==> config.mk <==
export PLATFORM = sky130hd
export DESIGN_NAME = synchronous_fifo
export DESIGN_NICKNAME = d
export VERILOG_FILES = /design/src/rtl/synchronous_fifo.sv
export SDC_FILE = /design/constraint.sdc
export NUM_CORES = 1
export LEC_CHECK = 0
export ABC_AREA = 1
export CAP_MARGIN = 20
export CORE_AREA = 3 3 70 72
export DETAILED_ROUTE_END_ITERATION = 12
export DIE_AREA = 0 0 73 75
export GPL_TIMING_DRIVEN = 0
export SLEW_MARGIN = 20
export SYNTH_ARGS = -nofsm -noshare
export SYNTH_HDL_FRONTEND = slang
export SYNTH_SLANG_ARGS = --single-unit
==> constraint.sdc <==
create_clock -name clk -period 2.3 [get_ports clk]
set_clock_uncertainty 0.2 [all_clocks]
set_input_delay 0.345 -clock clk [delete_from_list [all_inputs] [get_ports clk]]
set_output_delay 0.345 -clock clk [all_outputs]
set_load 0.005 [all_outputs]
==> src/rtl/synchronous_fifo.sv <==
// Synchronous FIFO, DEPTH x WIDTH, registered read data with one-cycle latency.
// Flags are combinational from wrap-bit pointers; writes when full and reads when empty are dropped.
module synchronous_fifo #(
  parameter int DEPTH = 8,
  parameter int WIDTH = 3
) (
  input  logic             clk,
  input  logic             reset_i,
  input  logic             wr_en_i,
  input  logic [WIDTH-1:0] data_i,
  input  logic             rd_en_i,
  output logic [WIDTH-1:0] data_o,
  output logic             full_o,
  output logic             empty_o
);

  localparam int AW = $clog2(DEPTH);
  localparam logic [AW:0] PTR_ONE = (AW+1)'(1);

  logic [AW:0]      wr_ptr;
  logic [AW:0]      rd_ptr;
  logic [WIDTH-1:0] mem [DEPTH];
  logic             wr_ok;
  logic             rd_ok;

  assign empty_o = (wr_ptr == rd_ptr);
  assign full_o  = (wr_ptr[AW-1:0] == rd_ptr[AW-1:0]) && (wr_ptr[AW] != rd_ptr[AW]);

  // Requests seen while reset is held must not disturb storage either.
  assign wr_ok = wr_en_i && !full_o && !reset_i;
  assign rd_ok = rd_en_i && !empty_o && !reset_i;

  always_ff @(posedge clk or posedge reset_i) begin
    if (reset_i) begin
      wr_ptr <= '0;
      rd_ptr <= '0;
      data_o <= '0;
    end else begin
      if (wr_ok) begin
        wr_ptr <= wr_ptr + PTR_ONE;
      end
      if (rd_ok) begin
        data_o <= mem[rd_ptr[AW-1:0]];
        rd_ptr <= rd_ptr + PTR_ONE;
      end
    end
  end

  // Storage is deliberately left unreset.
  always_ff @(posedge clk) begin
    if (wr_ok) begin
      mem[wr_ptr[AW-1:0]] <= data_i;
    end
  end

endmodule

# Word level (Yosys, flattened, before mapping)

Memory sizes are Yosys's and may differ from the RTL's. A register that Yosys moved wholly into a read port is not among the register bits.
Cells that the tools add are included.

Register bits: 8
Bits in writable memories: 24
Input port bits: 7
Output and inout bits: 5
Word-level logic and storage cells: 18
Memories: 1

Add/sub/neg operators: 2
Equality and inequality tests: 3
Muxes and demuxes: 2
Reduce and logical (&&, ||, !) cells: 8

Memory list:

| memory | words | width | rd ports | clocked after memory_dff | wr ports | RTL line | RTL |
|---|---|---|---|---|---|---|---|
| mem    | 8     | 3     | 1        | 1                        | 1        | 22       | `logic [WIDTH-1:0] mem [DEPTH];` |

Operators with widths:

| kind                  | count |
|---|---|
| $add A4 B1 Y4 const B | 2 |
| $logic_and A1 B1 Y1   | 5 |
| $eq A4 B4 Y1          | 1 |
| $eq A3 B3 Y1          | 1 |
| $logic_not A1 Y1      | 3 |
| $mux W1               | 2 |
| $ne A1 B1 Y1          | 1 |

# Depth between registers and ports, before layout

Depth in word-level cells: 7
Mapped depth: 10
Depth with buffers taken out: 9

# Worst setup path after synthesis

Ideal clock, no wire load.

Path kind: reg2reg
From: register wr_ptr[1]
To: memory mem[2][0] (enable)
Setup time: 0.319 ns
Data arrival time: 1.123 ns
Data required time: 1.781 ns
Path slack: 0.658 ns
Cell stages (with the launch flop): 9
Buffers on the path: 1
Period minus slack after synthesis: 1.642 ns
Cells stage by stage: dfrtp_1 buf_6 inv_2 nand2_1 nand2_2 inv_2 nand4_4 nand4_2 nor2_1

Cells in the longest elaborated chain, start to end: 7

Ends and longest elaborated chain:

| item                              | RTL line | RTL |
|---|---|---|
| from (decl)                       | 20       | `logic [AW:0] wr_ptr;` |
| from (signal assigned)            | 40       | `wr_ptr <= wr_ptr + PTR_ONE;` |
| $eq A3 B3 Y1                      | 27       | `assign full_o = (wr_ptr[AW-1:0] == rd_ptr[AW-1:0]) && (wr_ptr[AW] != rd_ptr[AW]);` |
| $logic_and A1 B1 Y1               | 27       |  |
| $logic_not A1 Y1                  | 30       | `assign wr_ok = wr_en_i && !full_o && !reset_i;` |
| $logic_and A1 B1 Y1 (2 in series) | 30       |  |
| $mux W1                           | 51       | `if (wr_ok) begin` |
| $mux W1 (implied by the code)     | 52       | `mem[wr_ptr[AW-1:0]] <= data_i;` |
| to (decl)                         | 22       |  |

Several ways; a longest one is shown, not always the timed one.

# Worst setup path after layout

From: register wr_ptr[1]
To: memory mem[5][2] (enable)

The elaborated chain is that of the path after synthesis.

==> reports/qor.yml <==
placed_design:
  gp_congestion: 0.853
  hpwl_microns: 2410
  dpl.cell_count: 254
  port_buffers: 11
  dpl_cell_area_sq_um: 1960
clock_tree:
  clockRootBuffer: "clkbuf_8"
  clock_path_buffers: 2
  cts_buffers: 5
  clock_sinks: 35
  clk_latency_ps: 290
  path_clk_slew_ps: 80
  postCtsHoldBufs: 0
  cts_tree: "built"
  htree_num_levels: 2
floorplanning:
  chipHeight_microns: 75
  ios: 12
  die_area_sq_um: 5480
  start_util: 0.409
  die_x_microns: 73
  fp.coreArea_sq_um: 4350
  rows: 24
synthesis:
  synth_cells: 191
  synth_cell_types: 24
  synth_top_area_cell: "edfxtp_1"
  synth_area_leaders: "edfxtp_1 40%, dfrtp_1 15%, nand2_1 14%"
  syn_avg_cell_area_sq_um: 9.33
  ys.flop_type: "edfxtp_1"
  synthesis.nets: 200
  seq_area_frac_synth: 0.559
  synthesis.area_sq_um: 1780
  ys_warn_count: 0
  synth_top_area_frac: 0.404
  async_flop_share: 0.314
  ys_seq_elements: 35
  synth-edff-count: 24
cells_and_area:
  nNetsFinal: 229
  area_growth_pct: 21.6
  drive_gt1_frac: 0.208
  antennaDiodeCount: 0
  design_area_sq_um: 2170
  layoutNonFillerInstCount: 273
sta:
  rsz0062_at_grt: "false"
  fmax_mhz: 506
  hold_viol: 0
  finalSetupViolations: 0
  worst_pin_slew_ps: 423
  final.min_clock_period_ps: 1980
  slew_headroom: 0.717
  drv_slew: 0
  fin_crit_sh: 0.859
global_routing:
  grt_pass1_wl_microns: 5440
  grt_max_degree: 19
  grt_pass1_vias: 1160
  antenna_found_initial: 0
  grt_usage: 0.134
  grt_overflow: 0
setup_path:
  crit_start: "wr_ptr[1]$_DFFE_PP0P_"
  path_class: "reg2reg"
  reg2reg_from: "wr_ptr[1]$_DFFE_PP0P_"
  end_kind: "register"
  worstPathArrival_ps: 1740
  crit_path_start_kind: "register"
  cp.required_ps: 2060
  crit_fanout: 9
flow_run:
  cap_violations: 0
routing:
  dr_total_vias: 1275
  first_iter_violations: 73
  post-route-drc-count: 0
  drt-total-wl_microns: 3460
  viasPerCell: 4.67
  wire_per_inst_microns: 12.7
  detail-route-antenna-nets: 0
  dr.pass1.iters: 4
power_and_ir_drop:
  p_per_area_nw_per_um2: 1220
  ir_drop_mv: 0.472
  leakage_nw: 0.985
outcome:
  status: "finished, final reports clean"
min_path:
  min_path_type: "reg2reg"
  min-delay-start: "data_o[2]$_DFFE_PP0P_"
[logic make-up (layout without fill, tap and decap cells)]
group,after synthesis,count (layout),share of synthesized area
DFF,35,35,0.559
AOI/OAI and AO/OA,13,13,0.0365
and+or+nand+nor,114,114,0.294
xor gates and xnor gates,4,4,0.0197
adders and majority gates,2,2,0.0140
buffers and inverters,23,53,0.0765
[metrics by stage]
stage	setup TNS (ps)	util	worst slack (ps)	hold slack, ps	total power [W]
after floorplan	0	-	658	21.9	0.00169
after global placement	-3830	0.449	-183	262	0.00197
after detailed placement	-4440	0.449	-197	265	0.00199
after CTS	0	0.480	4.11	283	0.00257
after global routing	0	0.497	177	310	0.00284
final	0	0.497	324	280	0.00264
[final cells by class]
type / instances / area (sq um)
inverters: 15 / 62.6
flip-flops and latches: 35 / 996
fillers: 438 / 2190
multi-input cells: 133 / 657
clock inverters: 3 / 43.8
well taps: 52 / 65.1
plain buffers: 8 / 77.6
clock buffers: 5 / 68.8
repair buffers: 22 / 195
[critical path: stages (launching register included)]
cell	delay [ps]
dfrtp_1	400
buf_6	140
inv_2	60
nand2_1	50
nand2_2	100
inv_2	50
nand4_4	90
buf_4	150
nand3_4	120
nor2_1	280
[cell usage after synthesis (3+ instances only)]
cell       n
xor2_1     3
buf_6      6
nand2_2    3
nand2_1   65
edfxtp_1  24
inv_2      5
nor2_1    30
nand3_1    4
o21ai_0   11
nand4_1    4
dfrtp_1   11
inv_1      8
[layer usage]
metal  vias up  global-route usage  part of all wire  wire length, microns
met4         0              0.0492             0.016                    56
met2        11               0.223              0.50                  1740
met1       582               0.170              0.46                  1600
met3         5              0.0320             0.020                    68
met5         -                   0                 0                     0
li1        677                   -                 -                     -
[what timing repair did]
item	4_1_cts	5_1_grt
gates cloned	0	1
gates resized for setup	1	4
endpoints found under the setup margin	2	17
pin swaps	1	1
endpoints found under the hold margin	0	0
setup buffers	2	8
[registers in the layout, summed over array words and instances, names as in the netlist]
register,cells
mem,24
rd_ptr,4
data_o,3
wr_ptr,4
[placed cells by master (no fill, tap or decap), types with 2 or more instances in the layout]
cell,count
xor2_1,3
clkdlybuf4s50_1,9
ha_1,2
nor2_4,2
nand2_1,64
buf_4,10
o21ai_0,11
inv_1,8
inv_2,5
nor2_1,30
o21ai_1,2
nand3_1,4
nand3_4,2
clkbuf_8,5
dfrtp_1,11
nand4_1,4
dlymetal6s2s_1,2
buf_2,3
edfxtp_1,24
nand2_2,4
buf_6,6
[path summary, 6_finish.rpt]
kind | to | cells past startpoint | slack (ps)
min reg2reg | data_o[2]$_DFFE_PP0P_ | 2 | 280
max | mem[5][2]$_DFFE_PP_ | 9 | 320
max reg2reg | mem[5][2]$_DFFE_PP_ | 9 | 320
min | data_o[2]$_DFFE_PP0P_ | 2 | 280
min in group asynchronous | rd_ptr[3]$_DFFE_PP0P_ | 2 | 290
max in group asynchronous | wr_ptr[2]$_DFFE_PP0P_ | 2 | 1340
[where the power goes]
group	leakage (nW)	total [W]	internal (W)	switching (W)
clock	0.0581	0.000550	0.000322	0.000228
combinational	0.571	0.00124	0.000538	0.000704
sequential	0.356	0.000851	0.000788	0.0000626
No activity file was read; power rests on OpenSTA's default activity.
